**src/rtl/regfile_pkg.sv**
```systemverilog
// Shared types and defaults for the scoreboarded register file.
package regfile_pkg;

  typedef enum logic {
    ST_CLEAR,
    ST_RUN
  } rf_state_t;

  localparam int unsigned RF_DATA_WIDTH = 32;
  localparam int unsigned RF_ADR_WIDTH  = 5;
  localparam int unsigned RF_NUM_RD     = 2;
  localparam int unsigned RF_DBG_REG    = 10;

  // Architectural zero register index.
  localparam int unsigned RF_X0 = 0;

endpackage

```
**src/rtl/regfile_scoreboard.sv**
```systemverilog
// Per-register busy vector: issue sets, writeback clears, set wins on the
// same index. Callers gate both strobes (RUN only, never x0).
module regfile_scoreboard import regfile_pkg::*; #(
  parameter int unsigned ADR_WIDTH = RF_ADR_WIDTH,
  parameter int unsigned NUM_RD    = RF_NUM_RD
) (
  input  logic                        clk,
  input  logic                        rst,
  input  logic                        i_set_en,
  input  logic [ADR_WIDTH-1:0]        i_set_idx,
  input  logic                        i_clr_en,
  input  logic [ADR_WIDTH-1:0]        i_clr_idx,
  input  logic [NUM_RD*ADR_WIDTH-1:0] i_ra,
  output logic [NUM_RD-1:0]           o_busy
);

  localparam int unsigned DEPTH = 2**ADR_WIDTH;

  logic [DEPTH-1:0] r_busy;
  logic [DEPTH-1:0] w_busy_nxt;

  // Next busy vector: clear applied first so a same-index set overrides it.
  always_comb begin
    w_busy_nxt = r_busy;
    if (i_clr_en) w_busy_nxt[i_clr_idx] = 1'b0;
    if (i_set_en) w_busy_nxt[i_set_idx] = 1'b1;
  end

  // Busy register with synchronous clear on reset.
  always_ff @(posedge clk) begin
    if (rst) r_busy <= '0;
    else     r_busy <= w_busy_nxt;
  end

  // Per-port lookup of the current busy bit.
  always_comb begin
    o_busy = '0;
    for (int unsigned i = 0; i < NUM_RD; i++) begin
      o_busy[i] = r_busy[i_ra[i*ADR_WIDTH +: ADR_WIDTH]];
    end
  end

endmodule

```
**src/rtl/regfile_sb.sv**
```systemverilog
// Scoreboarded register file: NUM_RD combinational reads, one synchronous
// write, x0 reads zero, reset-triggered clear sweep before ready.
// Optional write-to-read forwarding when REGFILE_BYPASS_EN is defined.
module regfile_sb import regfile_pkg::*; #(
  parameter int unsigned DATA_WIDTH = RF_DATA_WIDTH,
  parameter int unsigned ADR_WIDTH  = RF_ADR_WIDTH,
  parameter int unsigned NUM_RD     = RF_NUM_RD,
  parameter int unsigned DBG_REG    = RF_DBG_REG
) (
  input  logic                         clk,
  input  logic                         rst,
  input  logic                         we,
  input  logic [ADR_WIDTH-1:0]         wa,
  input  logic [DATA_WIDTH-1:0]        wd,
  input  logic [NUM_RD*ADR_WIDTH-1:0]  ra,
  output logic [NUM_RD*DATA_WIDTH-1:0] rd,
  output logic [NUM_RD-1:0]            rd_busy,
  input  logic                         issue_en,
  input  logic [ADR_WIDTH-1:0]         issue_rd,
  output logic                         ready,
  output logic [DATA_WIDTH-1:0]        dbg
);

  localparam int unsigned          DEPTH   = 2**ADR_WIDTH;
  localparam logic [ADR_WIDTH-1:0] X0      = ADR_WIDTH'(RF_X0);
  localparam logic [ADR_WIDTH-1:0] LAST    = ADR_WIDTH'(DEPTH-1);
  localparam logic [ADR_WIDTH-1:0] DBG_IDX = ADR_WIDTH'(DBG_REG);

  logic [DATA_WIDTH-1:0] r_mem [DEPTH];
  rf_state_t             r_state;
  rf_state_t             w_state_nxt;
  logic [ADR_WIDTH-1:0]  r_sweep;
  logic                  w_run;
  logic                  w_wr;
  logic                  w_iss;
  logic [NUM_RD-1:0]     w_sb_busy;

  assign w_run = (r_state == ST_RUN);
  assign w_wr  = w_run && we && (wa != X0);
  assign w_iss = w_run && issue_en && (issue_rd != X0);
  assign ready = w_run;

  // State and sweep counter; reset restarts the sweep at entry 1.
  always_ff @(posedge clk) begin
    if (rst) begin
      r_state <= ST_CLEAR;
      r_sweep <= ADR_WIDTH'(1);
    end else begin
      r_state <= w_state_nxt;
      if (r_state == ST_CLEAR) r_sweep <= r_sweep + ADR_WIDTH'(1);
    end
  end

  // Leave CLEAR on the edge that zeroes the last entry.
  always_comb begin
    w_state_nxt = r_state;
    if (r_state == ST_CLEAR && r_sweep == LAST) w_state_nxt = ST_RUN;
  end

  // Array: sweep zeroes one entry per cycle, then normal writeback.
  // Entry 0 is never written; every read path masks it.
  always_ff @(posedge clk) begin
    if (!rst) begin
      if (r_state == ST_CLEAR) r_mem[r_sweep] <= '0;
      else if (w_wr)           r_mem[wa]      <= wd;
    end
  end

  regfile_scoreboard #(
    .ADR_WIDTH (ADR_WIDTH),
    .NUM_RD    (NUM_RD)
  ) u_sb (
    .clk       (clk),
    .rst       (rst),
    .i_set_en  (w_iss),
    .i_set_idx (issue_rd),
    .i_clr_en  (w_wr),
    .i_clr_idx (wa),
    .i_ra      (ra),
    .o_busy    (w_sb_busy)
  );

  // Read ports: zero outside RUN and for x0, optional forwarding of the write.
  always_comb begin
    rd      = '0;
    rd_busy = '0;
    for (int unsigned i = 0; i < NUM_RD; i++) begin
      if (w_run && ra[i*ADR_WIDTH +: ADR_WIDTH] != X0) begin
        rd[i*DATA_WIDTH +: DATA_WIDTH] = r_mem[ra[i*ADR_WIDTH +: ADR_WIDTH]];
        rd_busy[i]                     = w_sb_busy[i];
`ifdef REGFILE_BYPASS_EN
        if (w_wr && wa == ra[i*ADR_WIDTH +: ADR_WIDTH]) begin
          rd[i*DATA_WIDTH +: DATA_WIDTH] = wd;
          rd_busy[i]                     = 1'b0;
        end
`endif
      end
    end
  end

  assign dbg = (DBG_IDX == X0) ? '0 : r_mem[DBG_IDX];

endmodule
```
**config.mk**
```make
export PLATFORM = sky130hd
export DESIGN_NAME = regfile_sb
export DESIGN_NICKNAME = d
export VERILOG_FILES = /design/src/rtl/regfile_pkg.sv /design/src/rtl/regfile_scoreboard.sv /design/src/rtl/regfile_sb.sv
export SDC_FILE = /design/constraint.sdc
export NUM_CORES = 1
export LEC_CHECK = 0
export ABC_AREA = 0
export ABC_CLOCK_PERIOD_IN_PS = 12890
export CAP_MARGIN = 40
export CORE_ASPECT_RATIO = 2
export CORE_MARGIN = 2
export CORE_UTILIZATION = 25
export CTS_CLUSTER_DIAMETER = 100
export CTS_CLUSTER_SIZE = 10
export DETAILED_ROUTE_END_ITERATION = 10
export GPL_TIMING_DRIVEN = 1
export SYNTH_ARGS = -nofsm -noshare
export SYNTH_HDL_FRONTEND = slang
export SYNTH_SLANG_ARGS = --single-unit
```
**constraint.sdc**
```tcl
create_clock -name clk -period 12.89 [get_ports clk]
set_input_delay 1.289 -clock clk [delete_from_list [all_inputs] [get_ports clk]]
set_output_delay 1.289 -clock clk [all_outputs]
set_load 0.02 [all_outputs]
```
==> metrics.yaml, run 1 <==
critPathTopFamily: "buffers and inverters"
final_cell_area_mm2: 0.0585
path_cells: "buf_8 -> buf_4 -> nor2b_4 -> buf_4 -> a22oi_1 -> a31oi_1 -> nand4_1 -> clkdlybuf4s50_1"
start_kind: "primary input"
postLayoutCoreUtil_pct: 29.6
routedWlPerCell_um: 31.4
hold_viol: 0
place_area_mm2: 0.0554
finalPower_mw: 7.17
ir_drop_v: 0.000101
final_max_slew_viol_count: 0
switching_share_pct: 22.4
power_density_mw_per_mm2: 123
cts_root_buf: "clkbuf_16"
worstSetupPathType: "primary input to output port"
layout.cells.non_filler: 5832
grt_setup_unrepaired: "no"
grtUsageTotal_pct: 17.5
post-route-min-period_ns: 6.60
fin_crit_sh_pct: 51.2
die-area_mm2: 0.202
syn2layout_area_growth_pct: 17.9
fin_nets: 3306
initial_core_util_pct: 25.1
synth_area_mm2: 0.0496
ys_ff_latch: 1062
synth_async_sr_flop_share_pct: 0
ios: 155
numPortBuffers: 154
drive_gt1_share_pct: 18.3
tightest_slew_ns: 0.980
leakagePower_nw: 18.0
ys_seq_area_share_pct: 63.5
cpPeakStageDelay_ns: 0.73
std_cell_rows: 231
path_clk_slew_ns: 0.06
dp_cells: 5692
yosysWarnings: 0
cts_resized: 0
die_h_um: 634
seq_power_share_pct: 52.8
p_sw_mw: 1.61
layout_commonest_cell: "edfxtp_1"
core_mm2: 0.198
hold_class: "flip-flop to flip-flop"
crit_fanout: 63
vias_per_cell: 5.53
crit_slowest_cell: "clkdlybuf4s50_1"
critPathArrivalTime_ns: 5.31
layout_common_cells: "1024 x edfxtp_1, 539 x mux2i_1, 287 x a22oi_1"
die_w_um: 319
synth.net_count: 3143
fmax_ghz: 0.151
fin_setup_tns_ns: 0
gp_congestion: 0.815
post-cts-setup-buffers: 0
hold_buffers: 0
clock-sinks: 1062
drcViolationCount: 0
avgSynthCellArea_um2: 16.1
cp.depth: 8
worst-path-buf-inv: 4
wl_um: 183000
drt_iter0_drc: 3175
netlist_instances: 3085
p_clk_share_pct: 41.0
antenna_left: 0
drtPass1Iterations: 5
holdPathStages: 1
place_ws_ns: 6.33
worst_setup_path_end_kind: "output port"
status: "completed"
clk_path_buf_depth: 3
antenna_found_initial: 12
max_cap_viol_count: 0
grt-ovfl-total: 0
worst_path_most_repeated_cell: "buf_4"
cts_tree: "done"
grt_max_degree: 129
required_ns: 11.60
grt_pass1_vias: 34000
vias: 32300
worst_slack_ns: 6.29
r2r_cells: 7
intPower_mw: 5.56
clock_latency_ns: 0.71
clock-skew-final_ns: 0.0259
holdWs_ns: 0.489
grt_pass1_wl_um: 251000
slew_headroom_pct: 34.6
synth_edf_count: 1024
dp_hpwl_um: 110000
finalSetupViolations: 0
cts_buffers: 116
synth_cell_type_count: 46
synth_top_flop_cell: "edfxtp_1"
htree_num_levels: 3
comb_power_share_pct: 6.2
## cell type report
cell class / instances / area, um^2
antenna: 5 / 12.5
clock buffer: 128 / 2990
clock inverter: 6 / 114
fill: 19500 / 139000
inverter: 4 / 15.0
multi-input combinational: 1773 / 17500
sequential: 1062 / 31500
tap: 2563 / 3210
timing repair buffer: 291 / 3210
## power groups by stage
stage          Combinational [mW]  Clock [mW]  Sequential, mW
2_1_floorplan               0.273           0            3.85
3_3_place_gp                0.425           0            3.85
3_5_place_dp                0.441           0            3.86
4_1_cts                     0.442        2.97            3.78
5_1_grt                     0.455        3.08            3.79
6_report                    0.445        2.94            3.78
## cells in the mapped netlist (all sizes together), types with 3 or more instances
| cell | instances | share of area, % |
|---|---|---|
| nand2b | 4 | 0.050 |
| nor3 | 32 | 0.32 |
| dfxtp | 38 | 1.5 |
| a22o | 10 | 0.18 |
| a31oi | 12 | 0.15 |
| mux2i | 539 | 11 |
| o31a | 3 | 0.053 |
| nor2 | 28 | 0.21 |
| and2 | 37 | 0.47 |
| a22oi | 287 | 4.3 |
| nand3b | 4 | 0.060 |
| nand2 | 111 | 0.84 |
| and3b | 5 | 0.088 |
| nand3 | 148 | 1.5 |
| o21ai | 31 | 0.31 |
| and3 | 29 | 0.37 |
| nor2b | 16 | 0.20 |
| nand4 | 66 | 0.83 |
| edfxtp | 1024 | 62 |
| a21oi | 121 | 1.2 |
| clkbuf | 145 | 1.1 |
| mux4 | 260 | 12 |
| inv | 4 | 0.030 |
| buf | 101 | 0.99 |
## registers in the layout, summed over array words and instances (netlist names)
name         cells
r_sweep          5
ready            1
r_mem         1024
u_sb.r_busy     32
## logic make-up (layout without fill, tap and decap cells)
logic type | count (synthesis) | after routing | share of synthesized area [%]
xor gates and xnor gates | 3 | 3 | 0.0529
buffers and inverters | 250 | 429 | 2.12
adders and majority gates | 2 | 2 | 0.0504
muxes | 799 | 799 | 22.7
other | 0 | 5 | 0
DFF | 1062 | 1062 | 63.5
AOI/OAI and AO/OA | 473 | 473 | 6.46
and+or+nand+nor | 496 | 496 | 5.19
## worst paths after layout
check,end,from,slack [ns]
max,rd[52],ra[5],6.29
min,u_sb.r_busy[0],u_sb.r_busy[0],0.49
max reg2reg,r_mem[8][7],ready,8.70
min reg2reg,u_sb.r_busy[0],u_sb.r_busy[0],0.49
## layer usage
| layer | share of wire, % | global-route usage [%] | vias up |
|---|---|---|---|
| li1 | - | - | 12900 |
| met1 | 34 | 18.2 | 16800 |
| met2 | 51 | 31.9 | 1836 |
| met3 | 7.4 | 3.09 | 643 |
| met4 | 7.8 | 12.2 | 6 |
| met5 | 0.022 | 0 | - |
No activity file was read; power rests on OpenSTA's default activity.
==> run 2: changes to the inputs <==
- ABC_CLOCK_PERIOD_IN_PS: 12890 -> 6300
- clock period: 12.89 -> 6.3 ns (I/O delays scaled with it)
==> metrics.yaml, run 2 (synthesis results as in run 1) <==
max_cap_viol_count: 0  # unchanged
fin_crit_sh_pct: 82.7
clock-skew-final_ns: 0.0753  # +0.0494 ns
vias: 32200  # -0.20%
required_ns: 5.67  # -5.93 ns
place_ws_ns: 1.63  # -4.70 ns
fillerInstances: 19600  # +0.37%
cp-startpoint: "ready"
vias_per_cell: 5.49  # -0.76%
grt-ovfl-total: 0  # unchanged
fin_nets: 3336  # +0.91%
ir_drop_v: 0.000237  # +130%
comb_power_share_pct: 6.2  # about the same
fmax_ghz: 0.192
wl_um: 181000  # -1.4%
path_clk_slew_ns: 0.07  # about the same
layout_common_cells: "1024 x edfxtp_1, 539 x mux2i_1, 287 x a22oi_1"
seq_power_share_pct: 52.6  # -0.2 points
power_density_mw_per_mm2: 251  # +100%
cts_tree: "done"
status: "completed"
worstSetupPathType: "flip-flop to output port"
start_kind: "flip-flop"
cts_resized: 0  # unchanged
syn2layout_area_growth_pct: 18.3
drcViolationCount: 0  # unchanged
finalPower_mw: 14.7  # +110%
antenna_found_initial: 9  # -3
clock_latency_ns: 0.75  # +0.04 ns
p_sw_mw: 3.38  # +110%
drtPass1Iterations: 6  # +1
gp_congestion: 0.827  # +1.4%
die-area_mm2: 0.202  # unchanged
r2r-start: "ready"
drive_gt1_share_pct: 19.0  # +0.73 points
post-cts-setup-buffers: 0  # unchanged
worst_slack_ns: 1.09  # -5.20 ns
drt_iter0_drc: 3279  # +3.3%
grt_pass1_vias: 34000  # -0.14%
grt_max_degree: 94  # -27%
core_mm2: 0.198  # unchanged
die_h_um: 634  # unchanged
clock-sinks: 1062  # unchanged
hold_viol: 0  # unchanged
grt_pass1_wl_um: 249000  # -0.73%
final_max_slew_viol_count: 0  # unchanged
cts_root_buf: "clkbuf_16"
fin_setup_tns_ns: 0  # unchanged
hold_class: "flip-flop to flip-flop"
slew_headroom_pct: 38.7  # +4.0 points
postLayoutCoreUtil_pct: 29.7  # +0.12 points
intPower_mw: 11.4  # +100%
numPortBuffers: 154  # unchanged
worst_setup_path_end_kind: "output port"
switching_share_pct: 22.9  # +0.48 points
htree_num_levels: 3  # unchanged
initial_core_util_pct: 25.1  # unchanged
die_w_um: 319  # unchanged
holdWs_ns: 0.480  # -0.00870 ns
p_clk_share_pct: 41.2  # +0.2 points
largest_reg_flops: 1024  # unchanged
routedWlPerCell_um: 30.8  # -1.9%
antenna_left: 0  # unchanged
top_regs: "r_mem (1024), u_sb.r_busy (32), r_sweep (5)"
critPathArrivalTime_ns: 4.58  # -0.73 ns
finalSetupViolations: 0  # unchanged
dp_hpwl_um: 113000  # +2.8%
largest_register: "r_mem"
std_cell_rows: 231  # unchanged
clk_path_buf_depth: 3  # unchanged
layout_commonest_cell: "edfxtp_1"
grtUsageTotal_pct: 17.3  # -0.25 points
cts_buffers: 116  # unchanged
crit_fanout: 18  # -71%
tightest_slew_ns: 0.920  # -0.0605 ns
ios: 155  # unchanged
hold_buffers: 0  # unchanged
grt_setup_unrepaired: "no"
leakagePower_nw: 18.1  # +0.81%
post-route-min-period_ns: 5.21
hold_start: "u_sb.r_busy[0]"
[run 2: cell count changes in the layout (fill, tap and decap cells not counted), moves of 2 or more]
cell       previous run  this run
buf_4                85       111
buf_8                27        35
buf_16               14         8
buf_12               13        16
clkbuf_1             10        13
clkinv_16             2         5
nor2_2                1         4
nor2_4               13        10
clkbuf_16           118       116
[run 2: worst max-delay path: stages (launching register included)]
cell	delay, ns
dfxtp_1	0.71
buf_4	0.36
or3b_2	0.57
nor3_2	0.50
buf_4	0.53
a22oi_1	0.14
nand4_1	0.30
clkdlybuf4s50_1	0.68
[run 2: area by class of cell]
type	instances	area, um^2	area share (%)
antenna	5	12.5	0.0213
tap	2563	3210	5.46
clock buffer	129	2950	5.02
timing repair buffer	321	3410	5.81
clock inverter	8	195	0.332
sequential	1062	31500	53.6
inverter	4	15.0	0.0256
multi-input combinational	1773	17400	29.7
[run 2: power by group through the flow]
| stage | Combinational, mW | Clock [mW] | Sequential, mW |
|---|---|---|---|
| floorplan | 0.558 | 0 | 7.88 |
| global placement | 0.882 | 0 | 7.88 |
| detailed placement | 0.910 | 0 | 7.89 |
| CTS | 0.912 | 6.14 | 7.74 |
| global route | 0.941 | 6.35 | 7.75 |
| finish | 0.918 | 6.07 | 7.74 |
[run 2: stage by stage]
step | std cells | area (um^2)
2_1_floorplan | 3085 | 49600
3_3_place_gp | 5674 | 54700
3_5_place_dp | 5722 | 55600
4_1_cts | 5859 | 58700
5_1_grt | 5861 | 58700
6_report | 5865 | 58700
[run 2: final timing paths]
| kind | endpoint | slack [ns] | cells past startpoint |
|---|---|---|---|
| min | u_sb.r_busy[0] | 0.48 | 1 |
| min reg2reg | u_sb.r_busy[0] | 0.48 | 1 |
| max reg2reg | r_mem[22][5] | 2.83 | 6 |
| max | rd[14] | 1.09 | 7 |
[run 2: per-layer routing]
metal	track usage (%)	share of wire (%)
met1	17.6	34
met4	12.6	8.1
met2	31.7	52
met3	2.83	6.6
met5	0	0
